File: src/rtl/rgb_pwm_if.sv
// Handshake and pin bundle between the colour generators,
// the RGB PWM stage and the LED pins.
interface rgb_pwm_if #(
    parameter int W = 11
);
    logic         enable;
    logic         duty_valid;
    logic [W-1:0] R_value;
    logic [W-1:0] G_value;
    logic [W-1:0] B_value;
    logic         led_r;
    logic         led_g;
    logic         led_b;
    logic         period_start;
    logic         busy;

    modport master (
        output enable,
        output duty_valid,
        output R_value,
        output G_value,
        output B_value,
        input  led_r,
        input  led_g,
        input  led_b,
        input  period_start,
        input  busy
    );

    modport slave (
        input  enable,
        input  duty_valid,
        input  R_value,
        input  G_value,
        input  B_value,
        output led_r,
        output led_g,
        output led_b,
        output period_start,
        output busy
    );
endinterface

File: src/rtl/rgb_pwm.sv
// Three-channel PWM with double-buffered duties that only
// change at period boundaries, so pins never glitch mid-period.
module rgb_pwm #(
    parameter int PWM_INTERVAL = 1250,
    parameter int W            = $clog2(PWM_INTERVAL),
    parameter int ACTIVE_LOW   = 1
) (
    input logic     clk,
    input logic     rst,
    rgb_pwm_if.slave bus
);
    typedef enum logic {
        IDLE,
        RUN
    } state_t;

    localparam logic [W-1:0] LAST = W'(PWM_INTERVAL - 1);
    localparam logic [W-1:0] FULL = W'(PWM_INTERVAL);
    localparam logic         OFF  = (ACTIVE_LOW != 0);

    state_t       state;
    logic [W-1:0] count;
    logic [W-1:0] shadow_r, shadow_g, shadow_b;
    logic [W-1:0] active_r, active_g, active_b;
    logic         pending;
    logic         boundary;
    logic [W-1:0] src_r, src_g, src_b;

    function automatic logic [W-1:0] clamp(input logic [W-1:0] v);
        return (v > FULL) ? FULL : v;
    endfunction

    always_comb begin
        boundary = 1'b0;
        if (bus.enable) begin
            if (state == IDLE)
                boundary = 1'b1;
            else if (count == LAST)
                boundary = 1'b1;
        end
    end

    // A strobe landing on a boundary bypasses the shadow stage.
    assign src_r = bus.duty_valid ? bus.R_value : shadow_r;
    assign src_g = bus.duty_valid ? bus.G_value : shadow_g;
    assign src_b = bus.duty_valid ? bus.B_value : shadow_b;

    assign bus.busy = (state == RUN);

    always_ff @(posedge clk or posedge rst) begin
        if (rst) begin
            state            <= IDLE;
            count            <= '0;
            shadow_r         <= '0;
            shadow_g         <= '0;
            shadow_b         <= '0;
            active_r         <= '0;
            active_g         <= '0;
            active_b         <= '0;
            pending          <= 1'b0;
            bus.led_r        <= OFF;
            bus.led_g        <= OFF;
            bus.led_b        <= OFF;
            bus.period_start <= 1'b0;
        end else begin
            if (bus.duty_valid) begin
                shadow_r <= bus.R_value;
                shadow_g <= bus.G_value;
                shadow_b <= bus.B_value;
            end

            // Active already equals shadow when nothing is pending.
            if (boundary) begin
                if (pending || bus.duty_valid) begin
                    active_r <= clamp(src_r);
                    active_g <= clamp(src_g);
                    active_b <= clamp(src_b);
                end
                pending <= 1'b0;
            end else if (bus.duty_valid) begin
                pending <= 1'b1;
            end

            unique case (state)
                IDLE: begin
                    count <= '0;
                    if (bus.enable)
                        state <= RUN;
                end
                RUN: begin
                    if (count == LAST) begin
                        count <= '0;
                        if (!bus.enable)
                            state <= IDLE;
                    end else begin
                        count <= count + 1'b1;
                    end
                end
                default: begin
                    state <= IDLE;
                    count <= '0;
                end
            endcase

            if (state == RUN) begin
                bus.led_r        <= OFF ^ (count < active_r);
                bus.led_g        <= OFF ^ (count < active_g);
                bus.led_b        <= OFF ^ (count < active_b);
                bus.period_start <= (count == '0);
            end else begin
                bus.led_r        <= OFF;
                bus.led_g        <= OFF;
                bus.led_b        <= OFF;
                bus.period_start <= 1'b0;
            end
        end
    end
endmodule

File: src/flat_wrapper.sv
// flat-port wrapper written by rule: the top's interface ports become plain ports
module rgb_pwm_flat 
#(
    parameter int PWM_INTERVAL = 1250,
    parameter int W            = $clog2(PWM_INTERVAL),
    parameter int ACTIVE_LOW   = 1
)
  (clk, rst, bus_enable, bus_duty_valid, bus_R_value, bus_G_value, bus_B_value, bus_led_r, bus_led_g, bus_led_b, bus_period_start, bus_busy);
  rgb_pwm_if #(.W(W)) bus_i ();
  input logic clk;
  input logic rst;
  input wire logic [$bits(bus_i.enable)-1:0] bus_enable;
  input wire logic [$bits(bus_i.duty_valid)-1:0] bus_duty_valid;
  input wire logic [$bits(bus_i.R_value)-1:0] bus_R_value;
  input wire logic [$bits(bus_i.G_value)-1:0] bus_G_value;
  input wire logic [$bits(bus_i.B_value)-1:0] bus_B_value;
  output wire logic [$bits(bus_i.led_r)-1:0] bus_led_r;
  output wire logic [$bits(bus_i.led_g)-1:0] bus_led_g;
  output wire logic [$bits(bus_i.led_b)-1:0] bus_led_b;
  output wire logic [$bits(bus_i.period_start)-1:0] bus_period_start;
  output wire logic [$bits(bus_i.busy)-1:0] bus_busy;
  assign bus_i.enable = bus_enable;
  assign bus_i.duty_valid = bus_duty_valid;
  assign bus_i.R_value = bus_R_value;
  assign bus_i.G_value = bus_G_value;
  assign bus_i.B_value = bus_B_value;
  assign bus_led_r = bus_i.led_r;
  assign bus_led_g = bus_i.led_g;
  assign bus_led_b = bus_i.led_b;
  assign bus_period_start = bus_i.period_start;
  assign bus_busy = bus_i.busy;
  rgb_pwm #(.PWM_INTERVAL(PWM_INTERVAL), .W(W), .ACTIVE_LOW(ACTIVE_LOW)) u_core (.clk(clk), .rst(rst), .bus(bus_i));
endmodule
File: config.mk
export PLATFORM = sky130hd
export DESIGN_NAME = rgb_pwm_flat
export DESIGN_NICKNAME = d
export VERILOG_FILES = /design/src/rtl/rgb_pwm_if.sv /design/src/rtl/rgb_pwm.sv /design/src/flat_wrapper.sv
export SDC_FILE = /design/constraint.sdc
export NUM_CORES = 1
export LEC_CHECK = 0
export ABC_CLOCK_PERIOD_IN_PS = 2950
export CORE_UTILIZATION = 50
export CTS_CLUSTER_DIAMETER = 100
export CTS_CLUSTER_SIZE = 25
export DETAILED_ROUTE_END_ITERATION = 7
export GPL_TIMING_DRIVEN = 0
export HOLD_SLACK_MARGIN = 0.02
export PLACE_DENSITY = 0.81
export SLEW_MARGIN = 10
export SYNTH_ARGS = -nofsm -noshare
export SYNTH_HDL_FRONTEND = slang
export SYNTH_SLANG_ARGS = --single-unit
File: constraint.sdc
create_clock -name clk -period 2.95 [get_ports clk]
set_clock_uncertainty 0.2 [all_clocks]
set_input_delay 0.885 -clock clk [delete_from_list [all_inputs] [get_ports clk]]
set_output_delay 0.885 -clock clk [all_outputs]
set_load 0.02 [all_outputs]
* Yosys cells after proc, flatten, opt, wreduce, memory -nomap -nowiden
Cells that the tools add are included.
** Cells by class
- Add/sub/neg operators :: 1
- $lt $le $gt $ge :: 6
- Equal/unequal tests :: 1
- Muxes and demuxes :: 20
- Bitwise logic cells :: 4
- Reduce and logical (&&, ||, !) cells :: 4
** Operators by type and width (count)
- 11-bit two-way mux :: 7
- 11-bit greater-than comparator, second input constant :: 3
- 11-bit < comparator :: 3
- 11-bit case mux with 2 select lines :: 1
- 11-bit by 1-bit adder with 11-bit output, second input constant :: 1
- 11-bit == test, second input constant :: 1
- 11-bit zero test :: 1
- 1-bit two-way mux :: 11
- 1-bit inverter :: 4
- 1-bit case mux with 2 select lines :: 1
- 2-bit AND reduction :: 1
- 2-bit nonzero test :: 1
- 1-bit logical OR :: 1
** Storage, ports and cells
- Register bits :: 83
- Input port bits :: 37
- Output and inout port bits :: 5
- Word-level logic and storage cells :: 49

* Logic depth before layout (Yosys ltp)
- Depth in word-level cells :: 5
- Depth in mapped cells :: 9
- Depth with buffers taken out :: 7

* Least setup slack after synthesis
OpenSTA, ideal clock, no wires.
- Kind :: input -> register
- Start point :: input bus_duty_valid
- End point :: register u_core.active_b[2]
- Library setup time :: 130 ps
- Arrival :: 2513 ps
- Data required time :: 2620 ps
- Setup slack :: 107 ps
- Stages :: 7
- Buffers on the path :: 4
- Path through :: clkbuf_1 -> clkbuf_1 -> buf_2 -> buf_1 -> mux2_2 -> o211ai_1 -> o21ai_0
** On the way
- Cells in the longest elaborated chain, start to end :: 3
- Elaborated cells on any way between the ends :: 5
- Those cells by class :: 1 x order compare; 2 x mux; 2 x reduce/logical
** RTL lines
- from (decl) :: RTL line flat_wrapper.sv:13 : input wire logic [$bits(bus_i.duty_valid)-1:0] bus_duty_valid;
- 11-bit two-way mux * :: RTL line rgb_pwm.sv:46 : assign src_b = bus.duty_valid ? bus.B_value : shadow_b;
- net u_core.src_b[2] :: RTL line rgb_pwm.sv:27 : logic [W-1:0] src_r, src_g, src_b;
- 11-bit greater-than comparator :: RTL line rgb_pwm.sv:30 : return (v > FULL) ? FULL : v;
- 11-bit two-way mux * :: RTL line rgb_pwm.sv:30
- to (signal assigned) :: RTL line rgb_pwm.sv:77 : active_b <= clamp(src_b);
- to (decl) :: RTL line rgb_pwm.sv:24 : logic [W-1:0] active_r, active_g, active_b;
The timed path passes the listed nets; every way through them passes the cells marked *.
A chain may end at the register's enable or synchronous reset.

* Final worst setup path
- Start point :: input bus_duty_valid
- End point :: register u_core.active_b[4]
Same word-level chain as after synthesis.

==> results.sh <==
export IMPL_status="complete, no violations"
export IMPL_cp_arrival_ns=2.84
export IMPL_vias=3260
export IMPL_crit_family="buffers and inverters"
export IMPL_syn2layout_area_growth_pct=19.27
export IMPL_grt_first_pass_wirelength_mm=16.76
export IMPL_rows=33
export IMPL_critPathMaxStageDelay_ns=0.39
export IMPL_worst_path_buf_inv=4
export IMPL_cts_buffer_depth=2
export IMPL_cts_buffers=9
export IMPL_postSynthAreaPerCell_um2=10.44
export IMPL_power_uw=2377
export IMPL_finalHoldViolations=0
export IMPL_yosys_most_used_dff="dfrtp_1"
export IMPL_end_kind="flop"
export IMPL_synth_warnings=0
export IMPL_p_comb_frac=0.093
export IMPL_rsz0062_at_grt="no"
export IMPL_initial_utilization=0.5194
export IMPL_cts_root_buf="clkbuf_8"
export IMPL_clockPowerShare=0.400
export IMPL_gp_congestion=0.7917
export IMPL_irDropWorstVdd_mv=0.3438
export IMPL_whs_path_depth=2
export IMPL_intPower_uw=1814
export IMPL_seqPwrFrac=0.507
export IMPL_synth_cells=413
export IMPL_ys_top_cells_by_count="80 x dfrtp_1, 43 x inv_1, 33 x ha_1, 33 x nor2_1, 27 x mux2_2"
export IMPL_async_reset_ff_frac=1.000
export IMPL_dr_pass1_iters=4
export IMPL_switching_share=0.2366
export IMPL_dp_hpwl_mm=7.253
export IMPL_p_per_area_nw_per_um2=462.2
export IMPL_min_period_over_period=0.9535
export IMPL_nets=538
export IMPL_die_area_um2=8997
export IMPL_synth_fp_nets=483
export IMPL_vias_per_cell=5.640
export IMPL_die_y_um=94.85
export IMPL_worst_path_max_fanout=10
export IMPL_synth_most_common_cell="dfrtp_1"
export IMPL_drt_total_wl_mm=9.944
export IMPL_cts_tree="yes"
export IMPL_wl_per_cell_um=17.20
export IMPL_setup_tns_final_ns=0
export IMPL_htree_levels=3
export IMPL_p_leak_uw=0.002357
export IMPL_utilization=0.6195
export IMPL_final_cell_area_um2=5141
export IMPL_path_cells="clkbuf_2 -> clkbuf_2 -> buf_2 -> buf_2 -> mux2_2 -> o211ai_1 -> o21ai_0"
export IMPL_clk_pin_slew_ns=0.08
export IMPL_drt_iter0_drc=204
export IMPL_layout_drive_gt1_share=0.1586
export IMPL_finalSetupViolCount=0
export IMPL_ioPinCount=42
export IMPL_yosys_top_cells_area="dfrtp_1 46%, ha_1 9.6%, mux2_2 7.1%"
export IMPL_drv_cap=0
export IMPL_slew_headroom=0.5527
export IMPL_cp_required_ns=2.98
export IMPL_grt_pass1_vias=3516
export IMPL_yosysSeqAreaShare=0.4827
export IMPL_switchingPower_uw=562.4
export IMPL_placed_cell_area_um2=4886
export IMPL_max_clock_freq_mhz=355.5
export IMPL_synth_edf_count=0
export IMPL_core_area_um2=8299
export IMPL_drv_slew=0
export IMPL_cp_slowest_cell="mux2_2"
export IMPL_port_buffers=40
export IMPL_start_kind="primary input"
export IMPL_synth_area_um2=4310
export IMPL_overflow=0
export IMPL_worstSetupPathType="primary input to flop"
export IMPL_grt_start_max_net_pins=33
export IMPL_rr_worst_depth=8
export IMPL_yosys_area_top_type="dfrtp_1"
export IMPL_ys_seq_elements=83
export IMPL_holdBufCountCts=0
export IMPL_path_depth=7
export IMPL_netlist_area_leader_share=0.4644
export IMPL_num_antenna_cells=0
export IMPL_die_x_um=94.85
export IMPL_ys_types=53
export IMPL_worstSkewPairLatency_ns=0.36
export IMPL_detail_route_antenna_nets=0
export IMPL_worst_pin_slew_ns=0.6523
export IMPL_finalCriticalPeriod_ns=2.813
export IMPL_antenna_found_initial=0
export IMPL_hold_class="flop to flop"
export IMPL_drcViolationCount=0
export IMPL_grt_usage=0.2475
export IMPL_cts_sinks=83
## path summary, 6_finish.rpt
check                                    from                  end  slack [ns]
min reg2reg                u_core.active_g[2]   u_core.active_g[2]        0.29
max                            bus_duty_valid   u_core.active_b[4]        0.14
max reg2reg                   u_core.count[3]   u_core.active_b[2]        0.25
min in group asynchronous                 rst  u_core.shadow_g[10]        0.71
min                        u_core.active_g[2]   u_core.active_g[2]        0.29
max in group asynchronous                 rst     u_core.bus.led_b        1.24
## placed cells by master (no fill, tap or decap), drive strengths merged, types with 4 or more instances in the layout
cell type | netlist | final
xnor2 | 5 | 5
ha | 33 | 33
nand3 | 12 | 12
o21a | 4 | 4
o21ai | 27 | 27
dfrtp | 80 | 80
a31o | 7 | 7
clkdlybuf4s50 | 0 | 40
buf | 10 | 13
mux2 | 27 | 27
mux2i | 4 | 4
a21oi | 20 | 20
inv | 43 | 43
nand2 | 22 | 22
xor2 | 4 | 4
nor3 | 4 | 4
and3 | 4 | 4
nor2b | 6 | 6
nor4 | 4 | 4
nand4 | 7 | 7
clkbuf | 4 | 16
nor3b | 4 | 4
o211ai | 6 | 6
a31oi | 5 | 5
nor2 | 33 | 33
## metrics by stage
| stage | setup slack, ns | std cells | hold WS (ns) |
|---|---|---|---|
| after floorplan | 0.1070 | 413 | 0.2304 |
| after global placement | -0.9064 | 558 | 0.2605 |
| after detailed placement | -0.9803 | 560 | 0.2709 |
| after CTS | 0.008856 | 576 | 0.2895 |
| after global routing | 0.03713 | 578 | 0.3267 |
| final | 0.1373 | 578 | 0.2857 |
## area by class of cell
| cell class | instances | area (um^2) |
|---|---|---|
| multi-input combinational | 273 | 1984 |
| inverter | 43 | 165.2 |
| clock buffer | 11 | 151.4 |
| sequential | 83 | 2081 |
| clock inverter | 5 | 83.83 |
| fill | 661 | 3158 |
| timing repair buffer | 44 | 455.4 |
| buffer | 14 | 88.84 |
| tap | 105 | 131.4 |
## power groups by stage
stage | logic [uW] | registers, uW | clock network [uW]
2_1_floorplan | 123 | 1220 | 0
3_3_place_gp | 209 | 1220 | 0
3_5_place_dp | 221 | 1230 | 0
4_1_cts | 222 | 1200 | 957
5_1_grt | 244 | 1210 | 1010
6_report | 221 | 1200 | 951
## cell families after synthesis
logic type | after synthesis | synth area share
XOR/XNOR | 9 | 0.01829
multiplexers | 31 | 0.07983
buffers and inverters | 57 | 0.05689
adder cells (fa/ha/maj) | 33 | 0.09579
flip-flops | 83 | 0.4827
AND/OR/NAND/NOR | 114 | 0.1382
AO/OA/AOI/OAI | 86 | 0.1283
## repair_timing
item | 4_1_cts | 5_1_grt
resized for setup | 3 | 1
setup buffers | 0 | 2
pin swaps | 1 | 1
setup endpoints to repair | 39 | 12
## metal layers
| layer | up-vias | global-route usage | share of wire |
|---|---|---|---|
| li1 | 1564 | - | - |
| met1 | 1583 | 0.3211 | 0.44 |
| met2 | 96 | 0.4065 | 0.49 |
| met3 | 17 | 0.05072 | 0.052 |
| met4 | 0 | 0.09596 | 0.020 |
| met5 | - | 0 | 0 |
## sequential cells by signal, summed over array words and instances (netlist names)
| name | flops |
|---|---|
| u_core.bus.led_r | 1 |
| u_core.bus.led_g | 1 |
| u_core.shadow_g | 11 |
| u_core.count | 11 |
| u_core.bus.period_start | 1 |
| u_core.shadow_r | 11 |
| u_core.pending | 1 |
| u_core.active_r | 11 |
| u_core.shadow_b | 11 |
| u_core.active_b | 11 |
| u_core.active_g | 11 |
| u_core.bus.led_b | 1 |
| u_core.bus.busy | 1 |
## worst register-to-register path: stages (launching register included)
cell and delay (ns):
dfrtp_1 0.49, or4_4 0.60, o41ai_4 0.40, buf_4 0.22
and3b_1 0.15, buf_4 0.13, buf_4 0.17, o211ai_1 0.12
o21ai_0 0.13
(Power assumes the default switching activity.)
==> edit, RTL diff (same flow settings) <==
One comparison of `count` changes from == to >=.
--- a/src/rtl/rgb_pwm.sv
+++ b/src/rtl/rgb_pwm.sv
@@ -35,7 +35,7 @@
         if (bus.enable) begin
             if (state == IDLE)
                 boundary = 1'b1;
-            else if (count == LAST)
+            else if (count >= LAST)
                 boundary = 1'b1;
         end
     end
Function: same outputs for any inputs over 10 cycles, from zero or initial values and one cycle with rst high; that may be too few to reach the edited logic, so the function may still have changed.
==> edit against the unedited design <==
- cell area grew 2.4%
- hold slack is essentially flat
- die area grew 4.1%
- routed wire length grew 1.9%
- via count grew 3.9%
- global-route usage shrank 1.4 points
- total power shrank 3.0%
- setup slack gained 0.036 ns
- sequential cell count is the same
- area after synthesis grew 4.2%
==> edit: results (changes against the unedited design) <==
drt-initial-drc-count: 188  # -7.8%
yosysTopAreaCellShare: 0.446  # -0.0188
dp_hpwl_mm: 7.55  # +4.0%
cp_slowest_cell: "clkdlybuf4s50_1"
min_to: "u_core.active_g[3]$_DFFE_PP0P_"
synth_compound_area_frac: 0.134  # +0.00596
syn_area_per_cell_um2: 10.6  # +2.0%
setup_ws_ns: 0.173  # +0.0362 ns
yosys.area_share.adder: 0.0919  # -0.00387
wirelength_mm: 10.1  # +1.9%
synthDistinctLibCells: 50  # -5.7%
grt_first_pass_wirelength_mm: 17.4  # +3.8%
leakage_nw: 2.41  # +2.3%
holdWs_ns: 0.285  # -0.000346 ns
wl_met2_mm: 5.02  # +4.0%
placed_cell_area_um2: 5070  # +3.8%
cts_resized: 0  # -3
nets: 545  # +1.3%
worstHoldStart: "u_core.active_g[3]$_DFFE_PP0P_"
syn_nets: 492  # +1.9%
via_count: 3387  # +3.9%
critPathTopFamily: "simple AND/OR/NAND/NOR gates"
status: "complete, no violations"
cp-endpoint: "u_core.active_r[4]$_DFFE_PP0P_"
use_met2: 0.388  # -0.0186
tightest_slew_ns: 0.742  # +0.0894 ns
use_met3: 0.0390  # -0.0117
## edit: cell types whose count changed after synthesis, sizes merged, moves of 5 or more
cell,delta
a21o,+11
a21oi,-8
a31o,-7
inv,+8
mux2,-6
mux2i,+10
nand3,-7
nand4,+7
nor2,-15
o21ai,-10
o31a,+5
o31ai,+9
## edit: power groups by stage
stage               clock (mW)  combinational (mW)  sequential, mW
floorplan                    0               0.166            1.24
global placement             0               0.259            1.25
detailed placement           0               0.275            1.25
CTS                      0.821               0.277            1.23
global route             0.864               0.306            1.23
finish                   0.801               0.277            1.23
## edit: layout make-up
cell class | count | area, um2 | share of cell area
multi-input cells | 276 | 2130 | 0.405
flip-flops and latches | 83 | 2080 | 0.395
repair buffers | 42 | 440 | 0.0837
inverters | 51 | 195 | 0.0371
clock buffers | 11 | 141 | 0.0269
well taps | 108 | 135 | 0.0257
plain buffers | 12 | 86.3 | 0.0164
clock inverters | 5 | 52.6 | 0.00998
